## src/rtl/mem_bus_arbiter.sv

```systemverilog
// Two-master, one-slave bus arbiter. When both masters request, the one not served last wins.
// Define BUS_TIMEOUT_EN to force completion of a transfer when the slave never becomes ready.
module mem_bus_arbiter #(
   parameter int unsigned TIMEOUT_CYCLES = 255
) (
   input  logic        clk,
   input  logic        resetn,
   input  logic        m0_valid,
   input  logic        m0_instr,
   input  logic [31:0] m0_addr,
   input  logic [31:0] m0_wdata,
   input  logic [3:0]  m0_wstrb,
   output logic        m0_ready,
   output logic [31:0] m0_rdata,
   input  logic        m1_valid,
   input  logic        m1_instr,
   input  logic [31:0] m1_addr,
   input  logic [31:0] m1_wdata,
   input  logic [3:0]  m1_wstrb,
   output logic        m1_ready,
   output logic [31:0] m1_rdata,
   output logic        s_valid,
   output logic        s_instr,
   output logic [31:0] s_addr,
   output logic [31:0] s_wdata,
   output logic [3:0]  s_wstrb,
   input  logic        s_ready,
   input  logic [31:0] s_rdata,
   output logic [1:0]  grant,
   output logic        timeout_flag
);

   typedef enum logic [1:0] {
      StIdle  = 2'b00,
      StOwnM0 = 2'b01,
      StOwnM1 = 2'b10
   } state_e;

   localparam logic [7:0] TmoLast = 8'(TIMEOUT_CYCLES - 1);

   state_e r_state;
   state_e w_state_d;
   logic   r_last_m1;
   logic   w_last_m1_d;
   logic   w_tmo_hit;
   logic   w_tmo_fire;

   // The state encoding is the one-hot grant, so grant is registered with the state.
   assign grant = r_state;

   always_comb begin
      w_state_d   = r_state;
      w_last_m1_d = r_last_m1;
      w_tmo_fire  = 1'b0;
      s_valid     = 1'b0;
      s_instr     = 1'b0;
      s_addr      = '0;
      s_wdata     = '0;
      s_wstrb     = '0;
      m0_ready    = 1'b0;
      m0_rdata    = '0;
      m1_ready    = 1'b0;
      m1_rdata    = '0;
      unique case (r_state)
         StIdle: begin
            if (m0_valid && (!m1_valid || r_last_m1)) begin
               w_state_d = StOwnM0;
            end else if (m1_valid) begin
               w_state_d = StOwnM1;
            end
         end
         StOwnM0: begin
            s_valid  = m0_valid;
            s_instr  = m0_instr;
            s_addr   = m0_addr;
            s_wdata  = m0_wdata;
            s_wstrb  = m0_wstrb;
            m0_rdata = s_rdata;
            if (!m0_valid) begin
               w_state_d = StIdle;
            end else if (s_ready) begin
               m0_ready    = 1'b1;
               w_state_d   = StIdle;
               w_last_m1_d = 1'b0;
            end else if (w_tmo_hit) begin
               m0_ready    = 1'b1;
               m0_rdata    = 32'hDEAD_BEEF;
               w_tmo_fire  = 1'b1;
               w_state_d   = StIdle;
               w_last_m1_d = 1'b0;
            end
         end
         StOwnM1: begin
            s_valid  = m1_valid;
            s_instr  = m1_instr;
            s_addr   = m1_addr;
            s_wdata  = m1_wdata;
            s_wstrb  = m1_wstrb;
            m1_rdata = s_rdata;
            if (!m1_valid) begin
               w_state_d = StIdle;
            end else if (s_ready) begin
               m1_ready    = 1'b1;
               w_state_d   = StIdle;
               w_last_m1_d = 1'b1;
            end else if (w_tmo_hit) begin
               m1_ready    = 1'b1;
               m1_rdata    = 32'hDEAD_BEEF;
               w_tmo_fire  = 1'b1;
               w_state_d   = StIdle;
               w_last_m1_d = 1'b1;
            end
         end
         default: w_state_d = StIdle;
      endcase
   end

   always_ff @(posedge clk) begin
      if (!resetn) begin
         r_state   <= StIdle;
         r_last_m1 <= 1'b1;
      end else begin
         r_state   <= w_state_d;
         r_last_m1 <= w_last_m1_d;
      end
   end

`ifdef BUS_TIMEOUT_EN
   logic [7:0] r_tmo_cnt;
   logic       r_tmo_flag;

   // Held at zero while idle so every ownership starts counting from zero.
   always_ff @(posedge clk) begin
      if (!resetn) begin
         r_tmo_cnt  <= '0;
         r_tmo_flag <= 1'b0;
      end else begin
         if (r_state == StIdle) begin
            r_tmo_cnt <= '0;
         end else if (!s_ready) begin
            r_tmo_cnt <= r_tmo_cnt + 8'd1;
         end
         if (w_tmo_fire) begin
            r_tmo_flag <= 1'b1;
         end
      end
   end

   assign w_tmo_hit    = (r_tmo_cnt == TmoLast);
   assign timeout_flag = r_tmo_flag;
`else
   logic w_unused_tmo;

   assign w_tmo_hit    = 1'b0;
   assign w_unused_tmo = ^{TmoLast, w_tmo_fire};
   assign timeout_flag = 1'b0;
`endif

endmodule

```

## config.mk

```make
export PLATFORM = sky130hd
export DESIGN_NAME = mem_bus_arbiter
export DESIGN_NICKNAME = d
export VERILOG_FILES = /design/src/rtl/mem_bus_arbiter.sv
export SDC_FILE = /design/constraint.sdc
export NUM_CORES = 1
export LEC_CHECK = 0
export ABC_CLOCK_PERIOD_IN_PS = 1520
export BUFFER_PORTS_ARGS = -buffer_cell sky130_fd_sc_hd__buf_2
export CORE_AREA = 2 2 121 123
export CTS_BUF_LIST = sky130_fd_sc_hd__clkbuf_8
export DETAILED_ROUTE_END_ITERATION = 10
export DIE_AREA = 0 0 123 125
export PLACE_DENSITY_LB_ADDON = 0.08
export SETUP_SLACK_MARGIN = 0.4
export SLEW_MARGIN = 20
export SYNTH_ARGS = -nofsm -noshare
export SYNTH_HDL_FRONTEND = slang
export SYNTH_SLANG_ARGS = --single-unit
```

## constraint.sdc

```tcl
create_clock -name clk -period 1.52 [get_ports clk]
set_input_delay 0.152 -clock clk [delete_from_list [all_inputs] [get_ports clk]]
set_output_delay 0.152 -clock clk [all_outputs]
set_load 0.005 [all_outputs]
```

After elaboration in Yosys (flattened, before gate mapping). Index checks and enable logic that the tools add are counted.

Memories kept: 0. Logic and storage cells: 38. Output and inout port bits: 139. Latch bits: 0. Flip-flop bits (word level): 3. Bits in read-only memories: 0. Memory bits (writable): 0. Input bits: 175.

Multipliers: 0. Eq/ne operators: 7. Multiplexer cells: 23. $add $sub $neg: 0. Shift-type cells: 0. Bitwise logic cells: 0. Reductions and logical operators: 6. Magnitude comparators: 0. Div/mod/pow operators: 0.

Operator list (number): $pmux 32 s2 (2); $mux 32 (2); $mux 2 (5); $mux 1 (9); $ne 2x2->1 const B (4); $pmux 4 s2 (1); $pmux 1 s2 (3); $pmux 2 s3 (1); $reduce_and 5->1 (1); $ne 3x3->1 const B (1); $eq 2x1->1 const B (1); $eq 2x2->1 const B (1); $logic_not 2->1 (1); $reduce_bool 2->1 (1); $logic_and 1x1->1 (1); $logic_not 1->1 (1); $logic_or 1x1->1 (1).

Longest topological paths before layout. Gate-level depths: netlist (run 1).

Depth after elaboration: 5. Mapped depth: 8. Depth with buffers taken out: 5.

Least setup slack after synthesis (run 1). No wires, ideal clock.

Path type: register -> output. Start point: register r_state[1], in the netlist grant[1]. End point: output s_valid. Cell stages (with the launch flop): 7. Path slack: 100 ps. Required time: 1368 ps. Data arrival time: 1268 ps. Buffers on the path: 2. Cell sequence: dfxtp_1 > inv_1 > ha_1 > buf_4 > buf_6 > a22o_1 > and2_1.

Cells in the longest elaborated chain, start to end: 2. Elaborated cells between the ends (all ways): 3. Classes of those cells: eq/ne (2); mux (1).

Ends and longest elaborated chain: start, declared (RTL line 41) `state_e r_state;`; start signal, assigned (RTL line 120) `r_state <= StIdle;`; start signal, assigned (RTL line 123) `r_state <= w_state_d;`; $eq 2x2->1 or $eq 2x1->1 (tied branches) (RTL line 64) `unique case (r_state)`; $pmux 1 s2 * (RTL line 64); end, declared (RTL line 22) `output logic s_valid,`.

Every way passes the cells marked *; elsewhere a longest branch is shown, timed or not.

Worst setup path in the final report (run 1). Ends and elaborated chain as after synthesis.

==> reports/metrics.cfg, run 1 <==
[cells_and_area]
utilization=0.3214
layout-drive-gt1-share=0.7427
area_growth_pct=155.0
fin_nets=764
final_area_mm2=0.004566
mostFrequentLayoutCells=297 x buf_2, 69 x nor2b_1, 53 x a22oi_2
multiInputGateArea_mm2=0.001942
regArea_um2=67.56
n_fill_cell=1514
final_common_cell=buf_2
n_antenna_cell=0

[clock_tree]
cts_tree=yes
max-clock-path-buffers=2
cts_sinks=3
clkTransAtPathRegs_ps=30
cts_root_buf=clkbuf_8
insertion_delay_ps=210
hold_buffers=0
cts_inserted_buffers=3
htreeDepth=1

[detailed_routing]
ant_nets=0
routed_wl_um=11450
drt_iter0_markers=73
num_vias=3232
dr.pass1.iters=4
avgViaCountPerCell=4.214
wl_per_cell_um=14.93
drcViolationCount=0

[synthesis]
yosysTopAreaCell=a22oi_1
synth_edf_count=0
async_reset_ff_frac=0
yosysTopAreaCellShare=0.2893
synthFlopType=dfxtp_1
synth_cells=266
ys_top_cells_by_area=a22oi_1 29%, nor2b_1 24%, and2_1 23%
seq_area_frac_synth=0.03354
synth_nets=446
synth_area_per_cell_um2=6.731
yosysWarningCount=0
synthDistinctLibCells=26
ys_seq_elements=3
syn_area_mm2=0.001790

[global_route]
grt_util_all_layers=0.1256
globalRouteOverflowTotal=0
busiest_layer=met2
grt_pass1_vias=3199
grt_pass1_wl_um=15660
grtUsageMet3=0.02053
antenna_found_initial=0
grt_util_met2=0.2691
gr-usage-met1=0.1238
grt_max_degree=40

[setup_path]
cp.required_ps=1370
critPathKind=flip-flop to output port
slowest_delay_ps=350
cp_num_buf_inv=3
startpoint_type=flip-flop
crit_chain=inv_4 > ha_4 > buf_4 > a22o_1 > and2_1 > buf_2
crit_family=flip-flops
cp_max_fo=7
critPathArrivalTime_ps=1490
critPathCaptureType=output port
critPathSlowestCell=dfxtp_4

[place]
gp_congestion=0.7143
placed_area_mm2=0.003895
dp_hpwl_um=8031
portBuffers=312

[pwr]
total_power_w=0.001752
p_leak_nw=2.304
power.density_mw_per_mm2=383.7
vdd_drop_max_mv=0.2736

[floorplanning]
dieArea_mm2=0.01538
die_h_um=125
core_mm2=0.01420
die_width_um=123
start_util=0.1261
io_pins=314
std_cell_rows=44

[run]
drv_cap=0

[timing]
fmax_ghz=0.6102
finalSetupViolCount=95
min_period_ps=1639
rsz0062_at_grt=yes
setup_tns_ps=-5253
drv_slew=0
final-hold-violation-count=0
fin_ws_ps=-118.9
fin_skew_ps=0.8827
period_share=1.078

[min_path]
worstHoldPathType=input pin to flip-flop

[outcome]
status=finished, violations left
violations=negative setup slack

[routing by layer]
layer / part of all wire / routed length, um / up-vias
met5: 0 / 0 / -
met4: 0.0020 / 23 / 0
met1: 0.35 / 3954 / 1487
met2: 0.58 / 6591 / 171
met3: 0.077 / 882 / 4
li1: - / - / 1570
[registers in the layout (all words and copies together) (netlist names)]
| signal | flops |
|---|---|
| r_last_m1 | 1 |
| grant | 2 |
[layout make-up]
type                    instances  share of cell area
clock buffers                   3            0.009044
clock inverters                 1           0.0008221
inverters                       4            0.004933
multi-input cells             228              0.4253
flip-flops and latches          3             0.01480
well taps                     184             0.05042
repair buffers                344              0.4947
[worst paths after layout]
path / start / to / slack, ps / cells after the start
worst max-delay path: grant[1]$_SDFFE_PN0P_ / s_valid / -120 / 6
worst min-delay path: resetn / r_last_m1$_SDFFE_PN1P_ / 200 / 2
worst max register to register: grant[1]$_SDFFE_PN0P_ / grant[0]$_SDFFE_PN0P_ / 110 / 7
worst min register to register: r_last_m1$_SDFFE_PN1P_ / r_last_m1$_SDFFE_PN1P_ / 520 / 2
[cell usage after synthesis, types with 2 or more instances]
master	count
a21oi_1	2
and2_1	65
a21boi_0	2
clkbuf_1	13
dfxtp_1	3
nand2_1	2
a22o_1	2
and3_1	2
o2bb2ai_1	2
ha_1	5
buf_2	14
inv_1	3
a22oi_1	69
buf_4	2
nor2b_1	69
[per-stage QoR]
| stage | hold slack, ps | instances | setup slack (ps) |
|---|---|---|---|
| floorplan | 246.0 | 266 | 210.5 |
| global placement | 415.2 | 741 | 103.6 |
| detailed placement | 414.2 | 741 | 78.88 |
| CTS | 195.5 | 761 | -117.4 |
| global route | 202.1 | 767 | -182.0 |
| finish | 195.2 | 767 | -118.9 |
[report_power, final]
part | total [W] | switching (W) | internal [W]
Sequential | 0.0000941 | 0.00000967 | 0.0000844
Combinational | 0.00144 | 0.000601 | 0.000837
Clock | 0.000220 | 0.0000481 | 0.000171
[cells by family after synthesis]
kind of cell / count (synthesis) / share of synthesized area
compound gates: 79 / 0.3333
other cells: 1 / 0.002094
buf+inv: 35 / 0.09783
simple gates: 143 / 0.4983
flops: 3 / 0.03354
fa+ha+maj: 5 / 0.03494
[what timing repair did]
| item | in CTS | in global routing |
|---|---|---|
| setup endpoints to repair | 139 | 139 |
| pin swaps | 3 | 20 |
| setup buffers | 10 | 0 |
| resized for setup | 47 | 11 |
| cloned | 6 | 6 |
No activity file was read; power rests on OpenSTA's default activity.
==> run 2, diff against run 1 <==
--- a/config.mk
+++ b/config.mk
@@ -11,7 +11,7 @@
 export CTS_BUF_LIST = sky130_fd_sc_hd__clkbuf_8
 export DETAILED_ROUTE_END_ITERATION = 10
 export DIE_AREA = 0 0 123 125
-export PLACE_DENSITY_LB_ADDON = 0.08
+export PLACE_DENSITY = 0.49
 export SETUP_SLACK_MARGIN = 0.4
 export SLEW_MARGIN = 20
 export SYNTH_ARGS = -nofsm -noshare
==> run 2 against run 1 <==
Against the previous run: the run still ends with negative setup slack left; critical path depth up 1; cell area down 2.5%; sequential cell count unchanged; worst setup slack got worse by 21 ps; critical endpoint is now s_addr[16]; routed wire length down 9.2%; register-to-register slack worse by 20 ps; first-iteration DRC count rose by 9.6%; clock power up 7%; utilization shrank 0.79 points; via count shrank 3.1%; total power is 3.1% lower; non-clock buffer count shrank 1.
==> reports/metrics.cfg, run 2 (same netlist as run 1, synthesis figures left out) <==
[global_route]
grt_max_degree=34
grt_pass1_vias=2927
grt_pass1_wl_um=14700
antenna_found_initial=0
globalRouteOverflowTotal=0
grt_util_all_layers=0.1196

[pwr]
p_leak_nw=2.254
vdd_drop_max_mv=0.1505
power.density_mw_per_mm2=381.3

[detailed_routing]
drt_iter0_markers=80
num_vias=3133
routed_wl_um=10400
wl_per_cell_um=13.57
avgViaCountPerCell=4.090
dr.pass1.iters=4
ant_nets=0
drcViolationCount=0

[cells_and_area]
layout-drive-gt1-share=0.7491
area_growth_pct=148.7
regArea_um2=67.56
final_area_mm2=0.004453
mostFrequentLayoutCells=301 x buf_2, 66 x nor2b_1, 63 x a22oi_2
fin_nets=763
multiInputGateArea_mm2=0.001967
n_antenna_cell=0
final_common_cell=buf_2
largest_register_ffs=2
instances_no_fill=766
n_fill_cell=1520

[clock_tree]
clkTransAtPathRegs_ps=30
cts_sinks=3
htreeDepth=1
max-clock-path-buffers=2
cts_inserted_buffers=3
hold_buffers=0
cts_tree=yes
insertion_delay_ps=220
cts_root_buf=clkbuf_8

[floorplanning]
die_width_um=123
die_h_um=125
dieArea_mm2=0.01538
start_util=0.1261
std_cell_rows=44
io_pins=314
core_mm2=0.01420

[timing]
fin_hold_ws_ps=170.5
fin_skew_ps=2.611
fmax_ghz=0.6024
drv_slew=0
min_period_ps=1660
setup_tns_ps=-9415
finalSetupViolCount=134
rsz0062_at_grt=yes
final-hold-violation-count=0
fin_ws_ps=-140.2
period_share=1.092

[setup_path]
slowest_delay_ps=380
crit_chain=inv_4 > ha_4 > buf_12 > buf_16 > a22oi_2 > nor2b_1 > buf_2
critPathCaptureType=output port
critPathKind=flip-flop to output port
critPathSlowestCell=dfxtp_4
cp_max_fo=8
reg2reg_depth=7
cp.required_ps=1370
startpoint_type=flip-flop
critPathArrivalTime_ps=1510

[min_path]
worstHoldPathType=input pin to flip-flop
hold_path_depth=2

[run]
drv_cap=0

[outcome]
violations=negative setup slack
status=finished, violations left

[place]
gp_congestion=0.7436
pre_cts_ws_ps=55.66
dp.cells=750
dp_hpwl_um=8053
placed_area_mm2=0.003963
portBuffers=312

-- run 2: critical path: cells and delay by family (launching register included) --
family / cells / cell delay [ps]
adder cells (fa/ha/maj): 1 / 210
AND/OR/NAND/NOR: 1 / 60
AO/OA/AOI/OAI: 1 / 170
buffers and inverters: 4 / 460
flip-flops: 1 / 380
-- run 2: final timing paths --
check,slack [ps],endpoint,from
worst max register to register,90,grant[0]$_SDFFE_PN0P_,grant[0]$_SDFFE_PN0P_
worst min register to register,510,r_last_m1$_SDFFE_PN1P_,r_last_m1$_SDFFE_PN1P_
worst max-delay path,-140,s_addr[16],grant[1]$_SDFFE_PN0P_
worst min-delay path,170,r_last_m1$_SDFFE_PN1P_,resetn
-- run 2: repair_timing --
| action | 4_1_cts | 5_1_grt |
|---|---|---|
| pin swaps | 10 | 35 |
| setup endpoints to repair | 139 | 139 |
| setup buffers | 5 | 2 |
| cloned | 3 | 2 |
| gates resized for setup | 36 | 18 |
-- run 2: where the power goes --
part           total (W)  internal (W)  switching, W
registers      0.0000939     0.0000843    0.00000956
logic            0.00137      0.000784      0.000585
clock network   0.000235      0.000173     0.0000621
-- run 2: cell type report --
| cell class | instances | share of cell area |
|---|---|---|
| clock inverter | 1 | 0.0008429 |
| inverter | 4 | 0.005058 |
| tap | 184 | 0.05170 |
| timing repair buffer | 343 | 0.4763 |
| clock buffer | 3 | 0.009272 |
| multi-input combinational | 228 | 0.4417 |
| sequential | 3 | 0.01517 |
-- run 2: stage by stage --
stage	total power [W]	utilization
6_report	0.001698	0.3135
5_1_grt	0.001829	0.3135
4_1_cts	0.001666	0.3032
3_5_place_dp	0.001268	0.2790
3_3_place_gp	0.001268	0.2790
2_1_floorplan	0.0006974	-
-- run 2: metal layers --
| layer | global-route usage | part of all wire | vias to the layer above | wire [um] |
|---|---|---|---|---|
| met3 | 0.03011 | 0.097 | 5 | 1012 |
| met5 | 0 | 0 | - | 0 |
| li1 | - | - | 1570 | - |
| met4 | 0.01604 | 0.0057 | 0 | 59 |
| met1 | 0.1341 | 0.39 | 1369 | 4009 |
| met2 | 0.2285 | 0.51 | 189 | 5316 |
==> run 3, diff against run 2 <==
--- a/config.mk
+++ b/config.mk
@@ -11,6 +11,7 @@
 export CTS_BUF_LIST = sky130_fd_sc_hd__clkbuf_8
 export DETAILED_ROUTE_END_ITERATION = 10
 export DIE_AREA = 0 0 123 125
+export MAX_ROUTING_LAYER = met4
 export PLACE_DENSITY = 0.49
 export SETUP_SLACK_MARGIN = 0.4
 export SLEW_MARGIN = 20
==> run 3 against run 2 <==
Against the previous run: the flow still finishes with violations (negative setup slack); non-clock buffer count unchanged; largest cell class unchanged; clock skew is essentially flat; critical path depth unchanged; highest routed layer unchanged; cell area did not move; sequential share of layout area stayed put.
==> reports/metrics.cfg, run 3 (same netlist as run 1, synthesis figures left out) <==
[pwr]
power.density_mw_per_mm2=381.5
vdd_drop_max_mv=0.1503
p_leak_nw=2.254

[cells_and_area]
n_fill_cell=1519
final_common_cell=buf_2
area_growth_pct=148.7
final_area_mm2=0.004453
regArea_um2=67.56
n_antenna_cell=0
fin_nets=763
largest_register_ffs=2
mostFrequentLayoutCells=301 x buf_2, 66 x nor2b_1, 63 x a22oi_2
layout-drive-gt1-share=0.7491
utilization=0.3135
multiInputGateArea_mm2=0.001967
instances_no_fill=766

[floorplanning]
std_cell_rows=44
start_util=0.1261
io_pins=314
dieArea_mm2=0.01538
core_mm2=0.01420
die_h_um=125
die_width_um=123

[timing]
min_period_ps=1666
rsz0062_at_grt=yes
fin_ws_ps=-145.9
period_share=1.096
fin_skew_ps=2.623
finalSetupViolCount=134
final-hold-violation-count=0
fmax_ghz=0.6003
drv_slew=0

[setup_path]
crit_start=grant[1]$_SDFFE_PN0P_
ff2ff_setup_slack_ps=80
rr_startpoint=grant[0]$_SDFFE_PN0P_
endpoint=s_addr[16]
reg2reg_depth=7
cp_max_fo=8
critPathCaptureType=output port
critPathKind=flip-flop to output port
cp.required_ps=1370
critPathArrivalTime_ps=1510
startpoint_type=flip-flop
r2r_end=grant[0]$_SDFFE_PN0P_

[detailed_routing]
wl_per_cell_um=13.63
num_vias=3162
ant_nets=0
drt_iter0_markers=75
dr.pass1.iters=4
drcViolationCount=0
avgViaCountPerCell=4.128
routed_wl_um=10440

[outcome]
violations=negative setup slack
status=finished, violations left

[clock_tree]
hold_buffers=0
cts_inserted_buffers=3
cts_sinks=3
htreeDepth=1
cts_tree=yes
clkTransAtPathRegs_ps=30
insertion_delay_ps=220
max-clock-path-buffers=2
cts_root_buf=clkbuf_8

[min_path]
worstHoldPathType=input pin to flip-flop

[place]
gp_congestion=0.7529
dp_hpwl_um=8053
placed_area_mm2=0.003963
dp.cells=750
portBuffers=312

[global_route]
globalRouteOverflowTotal=0
grt_pass1_vias=2920
grt_pass1_wl_um=14750
antenna_found_initial=0
grt_max_degree=34
grt_util_all_layers=0.1235

[run]
drv_cap=0

==> run 3: timing repair <==
| action | 4_1_cts | 5_1_grt |
|---|---|---|
| pin swaps | 10 | 35 |
| gates cloned | 3 | 2 |
| endpoints found under the setup margin | 139 | 139 |
| gates resized for setup | 36 | 18 |
| setup buffers | 5 | 2 |
==> run 3: where the power goes <==
group / internal, W / switching, W / total [W]
clock network: 0.000173 / 0.0000621 / 0.000235
registers: 0.0000843 / 0.00000956 / 0.0000939
logic: 0.000784 / 0.000586 / 0.00137
total: 0.00104 / 0.000658 / 0.00170
==> run 3: critical path, cell delays in order (launching register included) <==
cell	delay (ps)
dfxtp_4	380
inv_4	60
ha_4	210
buf_12	140
buf_16	140
a22oi_2	170
nor2b_1	60
buf_2	120
==> run 3: per-stage QoR <==
step	TNS [ps]	total power [W]	setup slack [ps]	hold WS, ps
2_1_floorplan	0	0.0006974	210.5	246.0
3_3_place_gp	0	0.001268	78.82	395.2
3_5_place_dp	0	0.001268	55.66	395.0
4_1_cts	-10790	0.001666	-137.8	172.1
5_1_grt	-18570	0.001830	-210.9	206.2
6_report	-9226	0.001699	-145.9	169.8
==> run 3: worst min-delay path by stage <==
stage | slack [ps] | cells past startpoint | end | startpoint
final | 170 | 2 | r_last_m1$_SDFFE_PN1P_ | resetn
after global routing | 210 | 2 | r_last_m1$_SDFFE_PN1P_ | resetn
after CTS | 170 | 2 | r_last_m1$_SDFFE_PN1P_ | resetn
after detailed placement | 400 | 2 | r_last_m1$_SDFFE_PN1P_ | resetn
after global placement | 400 | 2 | r_last_m1$_SDFFE_PN1P_ | resetn
after floorplan | 250 | 1 | r_last_m1$_SDFFE_PN1P_ | resetn
==> run 3: area by class of cell <==
cell class | instances | share of cell area
repair buffers | 343 | 0.4763
multi-input cells | 228 | 0.4417
well taps | 184 | 0.05170
flip-flops and latches | 3 | 0.01517
clock buffers | 3 | 0.009272
inverters | 4 | 0.005058
clock inverters | 1 | 0.0008429
==> run 3: metal layers <==
metal | GRT usage | vias up | wire (um)
met4 | 0.01604 | 0 | 59
met5 | - | - | 0
met3 | 0.02327 | 5 | 933
li1 | - | 1571 | -
met1 | 0.1402 | 1397 | 4081
met2 | 0.2275 | 189 | 5368
